[config.mk]
export PLATFORM = sky130hd
export DESIGN_NAME = trapez_peak_detector_wrap_flat
export DESIGN_NICKNAME = d
export VERILOG_FILES = /design/src/rtl/settings_pkg.sv /design/src/rtl/trapez_shaper_result_intf.sv /design/src/rtl/trapez_peak_detector_wrap.sv /design/src/rtl/trapez_peak_detector.sv /design/src/flat_wrapper.sv
export SDC_FILE = /design/constraint.sdc
export NUM_CORES = 1
export LEC_CHECK = 0
export ABC_AREA = 0
export BUFFER_PORTS_ARGS = -buffer_cell sky130_fd_sc_hd__clkbuf_2
export CORE_ASPECT_RATIO = 0.9
export CORE_UTILIZATION = 45
export DETAILED_ROUTE_END_ITERATION = 12
export PLACE_DENSITY = 0.63
export SLEW_MARGIN = 20
export SYNTH_ARGS = -nofsm -noshare
export SYNTH_HDL_FRONTEND = slang
export SYNTH_SLANG_ARGS = --single-unit
[constraint.sdc]
create_clock -name clk -period 2.7 [get_ports clk]
set_input_delay 0.135 -clock clk [delete_from_list [all_inputs] [get_ports clk]]
set_output_delay 0.135 -clock clk [all_outputs]
set_load 0.01 [all_outputs]
[src/rtl/settings_pkg.sv]
// Shared data-path settings for the shaper chain and the peak detector's state encoding.
package settings_pkg;

    localparam int FULL_SIZE        = 16;
    localparam int TS_WIDTH_DEFAULT = 32;

    typedef enum logic [1:0] {
        IDLE    = 2'd0,
        TRACK   = 2'd1,
        HOLDOFF = 2'd2
    } peak_state_e;

endpackage

[src/rtl/trapez_shaper_result_intf.sv]
// Shaper result stream plus the peak detector's configuration and event outputs.
interface trapez_shaper_result_intf
    import settings_pkg::*;
#(
    parameter int TS_WIDTH      = TS_WIDTH_DEFAULT,
    parameter int HOLDOFF_WIDTH = 16
);
    logic signed [FULL_SIZE-1:0] output_data;
    logic                        output_data_valid;
    logic signed [FULL_SIZE-1:0] threshold;
    logic [HOLDOFF_WIDTH-1:0]    holdoff;
    logic signed [FULL_SIZE-1:0] peak_data;
    logic [TS_WIDTH-1:0]         peak_time;
    logic                        peak_valid;
    logic                        pileup;
    logic                        busy;

    modport slave (
        input  output_data, output_data_valid, threshold, holdoff,
        output peak_data, peak_time, peak_valid, pileup, busy
    );

    modport master (
        output output_data, output_data_valid, threshold, holdoff,
        input  peak_data, peak_time, peak_valid, pileup, busy
    );
endinterface

[src/rtl/trapez_peak_detector_wrap.sv]
// Binds the peak detector to the slave side of the shaper result interface.
module trapez_peak_detector_wrap
    import settings_pkg::*;
#(
    parameter int TS_WIDTH        = TS_WIDTH_DEFAULT,
    parameter int TIMEOUT_SAMPLES = 1024,
    parameter int HOLDOFF_WIDTH   = 16
) (
    input logic clk,
    input logic reset,
    trapez_shaper_result_intf.slave res
);

    trapez_peak_detector #(
        .TS_WIDTH        (TS_WIDTH),
        .TIMEOUT_SAMPLES (TIMEOUT_SAMPLES),
        .HOLDOFF_WIDTH   (HOLDOFF_WIDTH)
    ) u_det (
        .clk               (clk),
        .reset             (reset),
        .output_data       (res.output_data),
        .output_data_valid (res.output_data_valid),
        .threshold         (res.threshold),
        .holdoff           (res.holdoff),
        .peak_data         (res.peak_data),
        .peak_time         (res.peak_time),
        .peak_valid        (res.peak_valid),
        .pileup            (res.pileup),
        .busy              (res.busy)
    );

endmodule

[src/rtl/trapez_peak_detector.sv]
// Extracts one pulse-height event (max, timestamp of first max, pile-up) per trapezoid
// from the shaper result stream.
module trapez_peak_detector
    import settings_pkg::*;
#(
    parameter int TS_WIDTH        = TS_WIDTH_DEFAULT,
    parameter int TIMEOUT_SAMPLES = 1024,
    parameter int HOLDOFF_WIDTH   = 16
) (
    input  logic                        clk,
    input  logic                        reset,
    input  logic signed [FULL_SIZE-1:0] output_data,
    input  logic                        output_data_valid,
    input  logic signed [FULL_SIZE-1:0] threshold,
    input  logic [HOLDOFF_WIDTH-1:0]    holdoff,
    output logic signed [FULL_SIZE-1:0] peak_data,
    output logic [TS_WIDTH-1:0]         peak_time,
    output logic                        peak_valid,
    output logic                        pileup,
    output logic                        busy
);

    localparam int CNT_W = $clog2(TIMEOUT_SAMPLES + 1);
    typedef logic [CNT_W-1:0] cnt_t;
    localparam cnt_t CNT_ONE   = cnt_t'(1);
    localparam cnt_t CNT_LIMIT = cnt_t'(TIMEOUT_SAMPLES);
    localparam logic [HOLDOFF_WIDTH-1:0] HOLD_ONE  = HOLDOFF_WIDTH'(1);
    localparam logic [HOLDOFF_WIDTH-1:0] HOLD_ZERO = '0;
    localparam logic [TS_WIDTH-1:0]      TS_ONE    = TS_WIDTH'(1);

    peak_state_e                 state_q, state_d;
    logic [TS_WIDTH-1:0]         ts_q, ts_d;
    logic signed [FULL_SIZE-1:0] thr_q, thr_d;
    logic signed [FULL_SIZE-1:0] max_q, max_d;
    logic [TS_WIDTH-1:0]         max_ts_q, max_ts_d;
    logic                        falling_q, falling_d;
    logic                        pile_q, pile_d;
    cnt_t                        cnt_q, cnt_d;
    logic [HOLDOFF_WIDTH-1:0]    hold_q, hold_d;
    logic signed [FULL_SIZE-1:0] peak_data_q, peak_data_d;
    logic [TS_WIDTH-1:0]         peak_time_q, peak_time_d;
    logic                        peak_valid_q, peak_valid_d;
    logic                        pileup_q, pileup_d;
    logic                        busy_q;
    logic                        report;
    logic                        timed_out;

    always_comb begin
        state_d      = state_q;
        ts_d         = output_data_valid ? ts_q + TS_ONE : ts_q;
        thr_d        = thr_q;
        max_d        = max_q;
        max_ts_d     = max_ts_q;
        falling_d    = falling_q;
        pile_d       = pile_q;
        cnt_d        = cnt_q;
        hold_d       = hold_q;
        peak_data_d  = peak_data_q;
        peak_time_d  = peak_time_q;
        peak_valid_d = 1'b0;
        pileup_d     = pileup_q;
        report       = 1'b0;
        timed_out    = 1'b0;

        case (state_q)
            IDLE: begin
                if (output_data_valid && (output_data >= threshold)) begin
                    state_d   = TRACK;
                    thr_d     = threshold;
                    max_d     = output_data;
                    max_ts_d  = ts_q;
                    falling_d = 1'b0;
                    pile_d    = 1'b0;
                    cnt_d     = CNT_ONE;
                end
            end
            TRACK: begin
                if (output_data_valid) begin
                    if (output_data < thr_q) begin
                        report = 1'b1;
                    end else begin
                        // Strict compare keeps the first occurrence of an equal maximum.
                        if (output_data > max_q) begin
                            max_d    = output_data;
                            max_ts_d = ts_q;
                            if (falling_q) begin
                                pile_d = 1'b1;
                            end
                        end else if (output_data < max_q) begin
                            falling_d = 1'b1;
                        end
                        cnt_d = cnt_q + CNT_ONE;
                        if (cnt_d == CNT_LIMIT) begin
                            report    = 1'b1;
                            timed_out = 1'b1;
                        end
                    end
                end
            end
            HOLDOFF: begin
                if (hold_q == HOLD_ZERO) begin
                    state_d = IDLE;
                end else begin
                    hold_d = hold_q - HOLD_ONE;
                end
            end
            default: state_d = IDLE;
        endcase

        if (report) begin
            peak_valid_d = 1'b1;
            peak_data_d  = max_d;
            peak_time_d  = max_ts_d;
            pileup_d     = pile_d | timed_out;
            hold_d       = holdoff;
            state_d      = (holdoff == HOLD_ZERO) ? IDLE : HOLDOFF;
        end
    end

    always_ff @(posedge clk) begin
        if (!reset) begin
            state_q      <= IDLE;
            ts_q         <= '0;
            thr_q        <= '0;
            max_q        <= '0;
            max_ts_q     <= '0;
            falling_q    <= 1'b0;
            pile_q       <= 1'b0;
            cnt_q        <= '0;
            hold_q       <= '0;
            peak_data_q  <= '0;
            peak_time_q  <= '0;
            peak_valid_q <= 1'b0;
            pileup_q     <= 1'b0;
            busy_q       <= 1'b0;
        end else begin
            state_q      <= state_d;
            ts_q         <= ts_d;
            thr_q        <= thr_d;
            max_q        <= max_d;
            max_ts_q     <= max_ts_d;
            falling_q    <= falling_d;
            pile_q       <= pile_d;
            cnt_q        <= cnt_d;
            hold_q       <= hold_d;
            peak_data_q  <= peak_data_d;
            peak_time_q  <= peak_time_d;
            peak_valid_q <= peak_valid_d;
            pileup_q     <= pileup_d;
            busy_q       <= (state_d != IDLE);
        end
    end

    assign peak_data  = peak_data_q;
    assign peak_time  = peak_time_q;
    assign peak_valid = peak_valid_q;
    assign pileup     = pileup_q;
    assign busy       = busy_q;

endmodule

[src/flat_wrapper.sv]
// flat-port wrapper written by rule: the top's interface ports become plain ports
module trapez_peak_detector_wrap_flat import settings_pkg::*;
#(
    parameter int TS_WIDTH        = TS_WIDTH_DEFAULT,
    parameter int TIMEOUT_SAMPLES = 1024,
    parameter int HOLDOFF_WIDTH   = 16
)
  (clk, reset, res_output_data, res_output_data_valid, res_threshold, res_holdoff, res_peak_data, res_peak_time, res_peak_valid, res_pileup, res_busy);
  trapez_shaper_result_intf #(.TS_WIDTH(TS_WIDTH), .HOLDOFF_WIDTH(HOLDOFF_WIDTH)) res_i ();
  input logic clk;
  input logic reset;
  input wire logic [$bits(res_i.output_data)-1:0] res_output_data;
  input wire logic [$bits(res_i.output_data_valid)-1:0] res_output_data_valid;
  input wire logic [$bits(res_i.threshold)-1:0] res_threshold;
  input wire logic [$bits(res_i.holdoff)-1:0] res_holdoff;
  output wire logic [$bits(res_i.peak_data)-1:0] res_peak_data;
  output wire logic [$bits(res_i.peak_time)-1:0] res_peak_time;
  output wire logic [$bits(res_i.peak_valid)-1:0] res_peak_valid;
  output wire logic [$bits(res_i.pileup)-1:0] res_pileup;
  output wire logic [$bits(res_i.busy)-1:0] res_busy;
  assign res_i.output_data = res_output_data;
  assign res_i.output_data_valid = res_output_data_valid;
  assign res_i.threshold = res_threshold;
  assign res_i.holdoff = res_holdoff;
  assign res_peak_data = res_i.peak_data;
  assign res_peak_time = res_i.peak_time;
  assign res_peak_valid = res_i.peak_valid;
  assign res_pileup = res_i.pileup;
  assign res_busy = res_i.busy;
  trapez_peak_detector_wrap #(.TS_WIDTH(TS_WIDTH), .TIMEOUT_SAMPLES(TIMEOUT_SAMPLES), .HOLDOFF_WIDTH(HOLDOFF_WIDTH)) u_core (.clk(clk), .reset(reset), .res(res_i));
endmodule
Yosys cells after proc, flatten, opt, wreduce, memory -nomap -nowiden

Index checks and enable logic that the tools add are counted.

Bits in registers: 178
Bits of input ports: 51

Add/subtract/negate cells: 3
$lt $le $gt $ge: 4
Eq/ne operators: 9
Muxes and demuxes: 42
Bitwise operators: 1
Reduce and logical (&&, ||, !) cells: 11

Operator list:

| cell                    | count |
|---|---|
| $mux W32                | 4 |
| $mux W16                | 7 |
| $pmux W32 S2            | 1 |
| $mux W11                | 3 |
| $add A32 B1 Y32 const B | 1 |
| $logic_not A16 Y1       | 2 |
| $lt A16 B16 Y1          | 2 |
| $pmux W16 S2            | 1 |
| $pmux W11 S2            | 1 |
| $mux W1                 | 18 |
| $ge A16 B16 Y1          | 1 |
| $gt A16 B16 Y1          | 1 |
| $sub A16 B1 Y16 const B | 1 |
| $ne A2 B2 Y1 const B    | 6 |
| $add A11 B1 Y11 const B | 1 |
| $eq A11 B11 Y1 const B  | 1 |
| $mux W2                 | 4 |
| $pmux W2 S3             | 1 |
| $reduce_and A6 Y1       | 1 |
| $reduce_bool A2 Y1      | 3 |
| $pmux W1 S2             | 2 |
| $reduce_and A2 Y1       | 2 |
| $reduce_and A4 Y1       | 1 |
| $eq A2 B1 Y1 const B    | 1 |
| other kinds (4)         | 4 |

Depth between registers and ports, before layout

Gate-level depths: netlist of the first run.

Depth in word-level cells: 8
Depth in mapped cells: 12
Depth with buffers taken out: 9

Least setup slack after synthesis of the first run

No wires, ideal clock.

Path type: reg2reg
Start point: register u_core.u_det.cnt_q[0]
End point: register u_core.u_det.busy_q, in the netlist u_core.u_det.busy
Library setup time: 0.074 ns
Arrival: 2.329 ns
Data required time: 2.626 ns
Setup slack: 0.297 ns
Stages on the path, launching flop included: 10
Buffers on the path: 1
Period minus slack after synthesis: 2.403 ns
Cell sequence: dfxtp_1 -> ha_1 -> nand4_1 -> or3_1 -> xnor2_1 -> o2111ai_1 -> a21oi_2 -> buf_2 -> a21oi_1 -> a31oi_1

Longest elaborated chain between the ends: 8

Ends and longest elaborated chain:

| what                   | RTL line                    | text |
|---|---|---|
| start, declared        | trapez_peak_detector.sv:38  | `cnt_t cnt_q, cnt_d;` |
| start signal, assigned | trapez_peak_detector.sv:144 | `cnt_q <= cnt_d;` |
| $add A11 B1 Y11        | trapez_peak_detector.sv:92  | `cnt_d = cnt_q + CNT_ONE;` |
| $eq A11 B11 Y1         | trapez_peak_detector.sv:93  | `if (cnt_d == CNT_LIMIT) begin` |
| $mux W1                | trapez_peak_detector.sv:93  |  |
| $mux W1                | trapez_peak_detector.sv:79  | `if (output_data < thr_q) begin` |
| $mux W1                | trapez_peak_detector.sv:78  | `if (output_data_valid) begin` |
| $mux W1                | trapez_peak_detector.sv:65  | `case (state_q)` |
| $mux W2                | trapez_peak_detector.sv:110 | `if (report) begin` |
| $reduce_bool A2 Y1     | trapez_peak_detector.sv:150 | `busy_q <= (state_d != IDLE);` |
| end signal, assigned   | trapez_peak_detector.sv:150 |  |
| end, declared          | trapez_peak_detector.sv:44  | `logic busy_q;` |

No other way between the ends.
A chain may end at the register's enable or synchronous reset.

Worst setup path in the final report of the first run

Start point: input res_threshold[14]
End point: register u_core.u_det.peak_data_q[6], in the netlist u_core.u_det.peak_data[6]

Longest elaborated chain between the ends: 4

Ends and longest elaborated chain:

| what                 | RTL line                    | text |
|---|---|---|
| start, declared      | flat_wrapper.sv:14          | `input wire logic [$bits(res_i.threshold)-1:0] res_threshold;` |
| $ge A16 B16 Y1       | trapez_peak_detector.sv:67  | `if (output_data_valid && (output_data >= threshold)) begin` |
| $logic_and A1 B1 Y1  | trapez_peak_detector.sv:67  |  |
| $mux W16             | trapez_peak_detector.sv:67  |  |
| $pmux W16 S2         | trapez_peak_detector.sv:65  |  |
| end signal, assigned | trapez_peak_detector.sv:146 | `peak_data_q <= peak_data_d;` |
| end, declared        | trapez_peak_detector.sv:40  | `logic signed [FULL_SIZE-1:0] peak_data_q, peak_data_d;` |

No other way between the ends.

==> run_results.csv, run 1 <==
group,metric,value,unit
route,firstDrtPassIters,4,
route,ant_nets,0,
floorplanning,coreArea,17800,sq um
critical_path,worstSetupPathType,"input pin to register",
grt,antenna_found_initial,0,
placement,dp_cells,1342,
grt,grt_max_degree,59,
route,drtIter0Drc,493,
timing,setup_viol,0,
critical_path,critPathCaptureType,"register",
pwr,clkPwrFrac,38.8,%
logic_synthesis,synth_area_leaders,"dfxtp_1 (43%), ha_1 (7.7%), a21oi_1 (6.1%), o21ai_0 (5.7%), a31oi_1 (4.2%)",
layout,diodes,0,
route,drc,0,
pwr,leakagePower,4.11,nW
job,cap_violations,0,
critical_path,cp-startpoint,"res_threshold[14]",
logic_synthesis,synthArstFlopShare,0,%
clock_network,cts_tree,"yes",
floorplanning,initial_core_util,46.5,%
pwr,powerDensity,578,nW/um^2
pwr,seqPwrFrac,45.4,%
logic_synthesis,synth_cells,998,
layout,utilization,59.7,%
clock_network,cts_buffers,17,
timing,min_period,2.63,ns
route,vias,7724,
grt,gr-usage-all-layers,23.5,%
pwr,p_comb_share,15.8,%
floorplanning,fp.dieH,131,microns
critical_path,r2r_start,"u_core.u_det.thr_q[13]",
logic_synthesis,synthesis.area,8270,sq um
clock_network,clkTransAtPathRegs,0.07,ns
grt,grt_pass1_wl,35000,microns
route,vias_per_cell,5.48,
placement,gp_congestion,0.886,
timing,slew_viol_final,0,
logic_synthesis,synth_seq_cells,178,
timing,finalSetupTns,0,ns
critical_path,slowest_delay,0.53,ns
layout,final_common_cell,"dfxtp_1",
hold_path,hp-start,"res_output_data[0]",
floorplanning,fp.dieArea,18900,sq um
critical_path,crit_family,"buffers and inverters",
timing,slew_headroom,60.6,%
critical_path,worstPathRequired,3.05,ns
critical_path,critical_path_arrival,2.98,ns
timing,period_share,97.2,%
clock_network,clk_latency,0.43,ns
critical_path,critPathBufInv,6,
layout,syn2layout_area_growth,28.4,%
hold_path,hold_path_class,"input pin to register",
grt,grt_pass1_vias,7113,
logic_synthesis,synth-main-ff-cell,"dfxtp_1",
logic_synthesis,yosysTopAreaCellShare,43.1,%
layout,final_cell_mix,"dfxtp_1 (178), clkbuf_2 (101), a21oi_1 (100), o21ai_0 (77), nand2_1 (66)",
placement,port_buffers,101,
placement,hpwl,14000,microns
pwr,p_int,4.38,mW
logic_synthesis,ys_types,49,
floorplanning,rows,46,
timing,fmax,381,MHz
clock_network,clk_path_buf_depth,2,
clock_network,ctsHtreeMaxLevel,4,
timing,finalClockSkew,0.0102,ns
pwr,switching_share,28.6,%
logic_synthesis,syn_avg_cell_area,8.28,sq um
critical_path,worstPathCellList,"dlygate4sd3_1 > clkbuf_2 > inv_1 > ha_4 > buf_4 > a21oi_1 > nand2_1 > a221oi_2 > a31oi_1 > buf_4 > and4b_4 > clkbuf_16 > o21ai_0 > a31oi_1",
outcome,status,"completed",
logic_synthesis,synth_seq_area_share,43.1,%
clock_network,clockRootBuffer,"clkbuf_16",
route,drt_wl_total,22000,microns
logic_synthesis,synth_enable_flop_cells,0,
pwr,power.switching,1.75,mW
logic_synthesis,yosys.area.top_type,"dfxtp_1",
layout,drive_gt1_share,20.4,%
timing,worstMarginPinSlew,0.591,ns
clock_network,cts_sinks,178,
route,drt-wirelength-per-cell,15.6,microns
critical_path,crit_path_start_kind,"input pin",
critical_path,crit_slowest_cell,"dlygate4sd3_1",
layout,nFillCells,1598,
floorplanning,die_w,145,microns
pwr,irDropWorstVdd,455,uV
layout,final_nets,1259,
critical_path,regToRegSetupSlack,0.12,ns
layout,instances_no_fill,1410,
logic_synthesis,ys_warn_count,0,
timing,hold_violations,0,
logic_synthesis,syn-num-nets,1100,
floorplanning,io-pin-count,102,
critical_path,crit_fanout,22,
grt,grt_overflow_total,0,
==> sequential cells by signal, indices dropped and copies added, names as in the netlist <==
name and flops:
u_core.u_det.pile_q 1, u_core.u_det.peak_time 32, u_core.u_det.busy 1, u_core.u_det.pileup 1
u_core.u_det.ts_q 32, u_core.u_det.cnt_q 11, u_core.u_det.max_q 16, u_core.u_det.peak_data 16
u_core.u_det.hold_q 16, u_core.u_det.max_ts_q 32, u_core.u_det.thr_q 16, u_core.u_det.peak_valid 1
u_core.u_det.falling_q 1, u_core.u_det.state_q 2
==> layout make-up <==
type | count | area, sq um | area share, %
multi-input cells | 699 | 4390 | 41.4
flip-flops and latches | 178 | 3560 | 33.6
repair buffers | 202 | 1570 | 14.8
clock buffers | 19 | 443 | 4.17
well taps | 240 | 300 | 2.83
inverters | 59 | 223 | 2.10
clock inverters | 13 | 121 | 1.14
==> routing by layer <==
layer	vias to the layer above	part of all wire (%)	wire length, microns	track usage, %
li1	3908	-	-	-
met1	3615	50	11100	33.3
met2	176	45	9850	36.8
met3	25	3.7	807	4.15
met4	0	1.2	265	6.13
met5	-	0	0	0
==> synth_stat cells, types with 14 or more instances <==
master,instances
dfxtp_1,178
a21oi_1,100
o21ai_0,94
nand2_1,69
nand3_1,67
nor2_1,62
inv_1,59
a31oi_1,55
ha_1,51
clkbuf_1,38
buf_2,22
nand4_1,22
o21ai_1,22
xnor2_1,22
xor2_1,20
a211oi_1,15
nor3_1,14
==> power by group through the flow <==
| stage | logic [mW] | clock network [mW] | registers, mW |
|---|---|---|---|
| floorplan | 0.483 | 0 | 2.84 |
| global placement | 0.834 | 0 | 2.84 |
| detailed placement | 0.836 | 0 | 2.84 |
| CTS | 0.871 | 2.42 | 2.78 |
| global route | 1.08 | 2.53 | 2.80 |
| finish | 0.970 | 2.38 | 2.78 |
==> path summary, 6_finish.rpt <==
path,to,cells past startpoint
min,u_core.u_det.max_q[0],3
min reg2reg,u_core.u_det.thr_q[12],2
max,u_core.u_det.peak_data[6],14
max reg2reg,u_core.u_det.peak_time[22],14
==> kinds of logic after synthesis <==
family,share of synthesized area [%]
multiplexers,0.121
buffers and inverters,5.84
AND/OR/NAND/NOR,16.7
XOR/XNOR,4.45
adder cells (fa/ha/maj),7.72
AO/OA/AOI/OAI,22.0
flip-flops,43.1
==> worst register-to-register path, stage by stage, from the launching register on <==
cell and delay (ns):
dfxtp_1 0.33, inv_1 0.04, ha_1 0.28, nand4_1 0.16
buf_4 0.19, nor3_4 0.19, o31a_1 0.15, a31oi_1 0.05
buf_4 0.16, buf_4 0.15, a21oi_4 0.16, buf_12 0.15
buf_16 0.17, o21ai_0 0.11, a31oi_1 0.20
==> per-stage QoR <==
step                area [sq um]  hold slack, ns  total power [mW]  setup slack [ns]
detailed placement          9420           0.380              3.68            0.0512
finish                     10600          0.0369              6.13            0.0749
CTS                        10300          0.0156              6.08            0.0215
global placement            9420           0.376              3.67            0.0153
floorplan                   8270           0.271              3.33             0.297
global route               10600          0.0482              6.40           -0.0245
==> timing repair <==
action	in CTS	in global routing
gates resized for setup	0	57
hold buffers	27	0
endpoints found under the setup margin	0	139
endpoints found under the hold margin	27	0
buffers inserted	0	5
No activity file was read; power rests on OpenSTA's default activity.
==> run 2, diff against run 1 <==
--- a/config.mk
+++ b/config.mk
@@ -10,6 +10,7 @@
 export CORE_ASPECT_RATIO = 0.9
 export CORE_UTILIZATION = 45
 export DETAILED_ROUTE_END_ITERATION = 12
+export MAX_ROUTING_LAYER = met4
 export PLACE_DENSITY = 0.63
 export SLEW_MARGIN = 20
 export SYNTH_ARGS = -nofsm -noshare
==> run_results.csv, run 2 (same netlist as run 1, synthesis figures left out) <==
group,metric,value,unit
critical_path,crit_path_start_kind,"input pin",
timing,slew_viol_final,0,
grt,gr-usage-all-layers,24.2,%
grt,grt_overflow_total,0,
route,drtIter0Drc,515,
critical_path,worstPathRequired,3.05,ns
pwr,seqPwrFrac,45.4,%
critical_path,critical_path_arrival,3.01,ns
outcome,status,"completed",
route,ant_nets,0,
floorplanning,io-pin-count,102,
layout,final_area,10600,sq um
clock_network,cts_sinks,178,
pwr,power,6.14,mW
clock_network,ctsHtreeMaxLevel,4,
timing,min_period,2.65,ns
route,drt_wl_total,22300,microns
grt,grt_use_met3,4.15,%
pwr,leakagePower,4.12,nW
route,vias,7775,
placement,port_buffers,101,
grt,grt_max_degree,59,
clock_network,clockRootBuffer,"clkbuf_16",
critical_path,rr_worst_depth,11,
layout,drive_gt1_share,20.4,%
timing,setup_viol,0,
timing,worstMarginPinSlew,0.583,ns
grt,grt_pass1_vias,7120,
clock_network,clk_path_buf_depth,2,
grt,grt_pass1_wl,35000,microns
clock_network,clk_latency,0.44,ns
placement,hpwl,14000,microns
pwr,switching_share,28.6,%
grt,grtUsageMet2,36.8,%
critical_path,regToRegSetupSlack,0.10,ns
timing,period_share,98.3,%
route,drc,0,
layout,utilization,59.8,%
critical_path,critPathCaptureType,"register",
floorplanning,fp.dieH,131,microns
grt,antenna_found_initial,0,
floorplanning,rows,46,
grt,grt_util_met1,33.2,%
hold_path,hold_path_class,"input pin to register",
layout,final_nets,1261,
hold_path,hold_depth,3,
critical_path,cp-startpoint,"res_threshold[14]",
pwr,power.switching,1.75,mW
placement,gp_congestion,0.901,
route,drt-wirelength-per-cell,15.8,microns
placement,dpl_cell_area,9420,sq um
floorplanning,initial_core_util,46.5,%
clock_network,clkTransAtPathRegs,0.07,ns
critical_path,reg2reg_to,"u_core.u_det.peak_time[9]",
route,vias_per_cell,5.51,
grt,top_usage_layer,"met2",
pwr,p_comb_share,15.9,%
timing,finalClockSkew,0.0105,ns
pwr,irDropWorstVdd,451,uV
floorplanning,coreArea,17800,sq um
pwr,clkPwrFrac,38.8,%
timing,slew_headroom,61.1,%
floorplanning,fp.dieArea,18900,sq um
timing,fmax,377,MHz
critical_path,worstSetupPathType,"input pin to register",
timing,hold_violations,0,
job,cap_violations,0,
layout,final_common_cell,"dfxtp_1",
pwr,powerDensity,577,nW/um^2
layout,syn2layout_area_growth,28.6,%
pwr,p_int,4.38,mW
layout,final_cell_mix,"dfxtp_1 (178), clkbuf_2 (101), a21oi_1 (100), o21ai_0 (74), nand2_1 (67)",
critical_path,r2r_start,"u_core.u_det.max_q[11]",
floorplanning,die_w,145,microns
route,firstDrtPassIters,5,
critical_path,crit_fanout,22,
layout,diodes,0,
critical_path,crit_end,"u_core.u_det.peak_data[6]",
clock_network,cts_tree,"yes",
timing,rsz0062_at_grt,"yes",
clock_network,cts_buffers,17,
-- run 2: changes by cell type in the layout (fill, tap and decap cells not counted), moves of 2 or more --
cell     delta
o21ai_0     -3
o21ai_1     +3
buf_6       -2
buf_8       +2
-- run 2: area by class of cell --
cell class,count,area (sq um)
inverters,59,223
flip-flops and latches,178,3560
multi-input cells,699,4370
clock buffers,19,443
fillers,1596,7150
well taps,240,300
clock inverters,13,121
repair buffers,204,1610
-- run 2: worst min-delay path by stage --
stage | endpoint | startpoint
3_3_place_gp | u_core.u_det.thr_q[2] | res_threshold[2]
3_5_place_dp | u_core.u_det.thr_q[1] | res_threshold[1]
6_report | u_core.u_det.max_q[0] | res_output_data[0]
4_1_cts | u_core.u_det.max_q[0] | res_output_data[0]
5_1_grt | u_core.u_det.max_q[0] | res_output_data[0]
2_1_floorplan | u_core.u_det.thr_q[0] | res_threshold[0]
-- run 2: power by group through the flow --
stage / clock network [mW] / registers (mW) / logic (mW)
6_report: 2.38 / 2.78 / 0.975
5_1_grt: 2.53 / 2.80 / 1.08
3_3_place_gp: 0 / 2.84 / 0.834
4_1_cts: 2.42 / 2.78 / 0.871
3_5_place_dp: 0 / 2.84 / 0.836
2_1_floorplan: 0 / 2.84 / 0.483
-- run 2: worst max-delay path, stage by stage --
cell,delay [ns]
dlygate4sd3_1,0.53
clkbuf_2,0.12
inv_1,0.09
ha_4,0.20
buf_4,0.13
a21oi_1,0.15
nand2_1,0.10
a221oi_2,0.29
a31oi_1,0.12
buf_4,0.14
and4b_4,0.42
clkbuf_16,0.24
o21ai_0,0.14
a31oi_1,0.20
-- run 2: per-stage QoR --
stage | setup TNS (ns) | hold WS [ns] | std cells | worst slack, ns
floorplan | 0 | 0.271 | 998 | 0.297
global placement | 0 | 0.376 | 1342 | 0.0153
detailed placement | 0 | 0.380 | 1342 | 0.0512
CTS | 0 | 0.0156 | 1401 | 0.0215
global route | -0.619 | 0.0466 | 1412 | -0.0382
finish | 0 | 0.0356 | 1412 | 0.0463
-- run 2: per-layer routing --
metal / share of wire [%] / routed length [microns]
met4: 1.2 / 276
met5: 0 / 0
met1: 50 / 11100
met2: 45 / 10000
met3: 4.0 / 881
-- run 2: timing repair --
action                     in CTS  in global routing
buffers inserted                0                  6
gates resized for setup         0                 59
hold endpoints to repair       27                  0
setup endpoints to repair       0                139
hold buffers                   27                  0
==> run 3, diff against run 2 <==
--- a/config.mk
+++ b/config.mk
@@ -12,6 +12,7 @@
 export DETAILED_ROUTE_END_ITERATION = 12
 export MAX_ROUTING_LAYER = met4
 export PLACE_DENSITY = 0.63
+export RECOVER_POWER = 25
 export SLEW_MARGIN = 20
 export SYNTH_ARGS = -nofsm -noshare
 export SYNTH_HDL_FRONTEND = slang
==> run_results.csv, run 3 (same netlist as run 1, synthesis figures left out) <==
group,metric,value,unit
outcome,status,"completed",
floorplanning,initial_core_util,46.5,%
job,cap_violations,0,
timing,min_period,2.64,ns
route,vias_per_cell,5.49,
placement,preCtsSetupSlack,0.0512,ns
clock_network,cts_sinks,178,
floorplanning,die_w,145,microns
critical_path,crit_path_start_kind,"input pin",
timing,slew_headroom,61.6,%
clock_network,clk_latency,0.44,ns
placement,hpwl,14000,microns
pwr,power,6.12,mW
route,drt_wl_total,22200,microns
floorplanning,fp.dieArea,18900,sq um
timing,rsz0062_at_grt,"yes",
route,firstDrtPassIters,5,
timing,setup_viol,0,
critical_path,critPathCaptureType,"register",
clock_network,clockRootBuffer,"clkbuf_16",
grt,gr-usage-all-layers,24.2,%
pwr,irDropWorstVdd,450,uV
pwr,powerDensity,579,nW/um^2
clock_network,clkTransAtPathRegs,0.07,ns
layout,drive_gt1_share,16.3,%
pwr,leakagePower,3.95,nW
grt,grt_pass1_vias,7120,
floorplanning,coreArea,17800,sq um
clock_network,clk_path_buf_depth,2,
layout,syn2layout_area_growth,27.9,%
grt,grt_pass1_wl,35000,microns
clock_network,ctsHtreeMaxLevel,4,
timing,setup_slack,0.0587,ns
floorplanning,rows,46,
critical_path,critical_path_arrival,3.00,ns
timing,hold_violations,0,
route,drt-wirelength-per-cell,15.7,microns
timing,finalClockSkew,0.0106,ns
grt,grt_overflow_total,0,
route,ant_nets,0,
timing,worstMarginPinSlew,0.576,ns
placement,gp_congestion,0.901,
layout,final_common_cell,"dfxtp_1",
critical_path,worstSetupPathType,"input pin to register",
timing,slew_viol_final,0,
hold_path,hold_path_class,"input pin to register",
grt,antenna_found_initial,0,
critical_path,crit_fanout,22,
route,drc,0,
layout,final_nets,1261,
route,drtIter0Drc,508,
timing,fmax,379,MHz
grt,grt_max_degree,59,
clock_network,cts_tree,"yes",
layout,final_cell_mix,"dfxtp_1 (178), a21oi_1 (100), o21ai_0 (74), nand2_1 (67), nand3_1 (63)",
clock_network,cts_buffers,17,
placement,port_buffers,101,
timing,finalSetupTns,0,ns
floorplanning,fp.dieH,131,microns
floorplanning,io-pin-count,102,
critical_path,worstPathRequired,3.05,ns
route,vias,7747,
layout,diodes,0,
timing,period_share,97.8,%
[run 3: changes by cell type in the layout (fill, tap and decap cells not counted)]
cell	before	now
clkbuf_1	1	49
clkbuf_2	101	53
[run 3: per-layer routing]
layer,global-route usage [%],routed length (microns),part of all wire [%],vias to the layer above
met5,-,0,0,-
met4,6.13,252,1.1,0
met3,4.15,936,4.2,23
met2,36.8,10000,45,194
met1,33.2,11000,50,3614
li1,-,-,-,3916
[run 3: power breakdown]
part	switching, mW	internal, mW	total [mW]
Combinational	0.552	0.415	0.967
Sequential	0.0625	2.72	2.78
Clock	1.13	1.24	2.37
Total	1.75	4.38	6.12
[run 3: layout make-up]
cell class                 count  area [sq um]
fill                        1626          7210
sequential                   178          3560
inverter                      59           223
clock inverter                13           121
clock buffer                  19           443
multi-input combinational    699          4370
timing repair buffer         204          1550
tap                          240           300
[run 3: per-stage QoR]
stage | instance area (sq um) | hold slack (ns) | cells | util, %
4_1_cts | 10300 | 0.0156 | 1401 | 57.7
5_1_grt | 10600 | 0.0466 | 1412 | 59.4
3_3_place_gp | 9420 | 0.376 | 1342 | 53.0
3_5_place_dp | 9420 | 0.380 | 1342 | 53.0
2_1_floorplan | 8270 | 0.271 | 998 | -
6_report | 10600 | 0.0358 | 1412 | 59.4
[run 3: critical path, stage by stage]
cell and delay [ns]:
dlygate4sd3_1 0.53, clkbuf_2 0.12, inv_1 0.09, ha_4 0.20, buf_4 0.13, a21oi_1 0.15, nand2_1 0.10, a221oi_2 0.29
a31oi_1 0.12, buf_4 0.14, and4b_4 0.42, clkbuf_16 0.23, o21ai_0 0.13, a31oi_1 0.19
[run 3: path summary, 6_finish.rpt]
kind,start,endpoint,slack [ns],depth (start not counted)
min,res_output_data[0],u_core.u_det.max_q[0],0.04,3
min reg2reg,u_core.u_det.thr_q[12],u_core.u_det.thr_q[12],0.46,2
max,res_threshold[14],u_core.u_det.peak_data[6],0.06,14
max reg2reg,u_core.u_det.max_q[11],u_core.u_det.peak_time[9],0.10,11
[run 3: what timing repair did]
item	CTS	global route
setup buffers	0	6
hold buffers	27	0
setup endpoints to repair	0	139
resized for setup	0	59
hold endpoints to repair	27	0
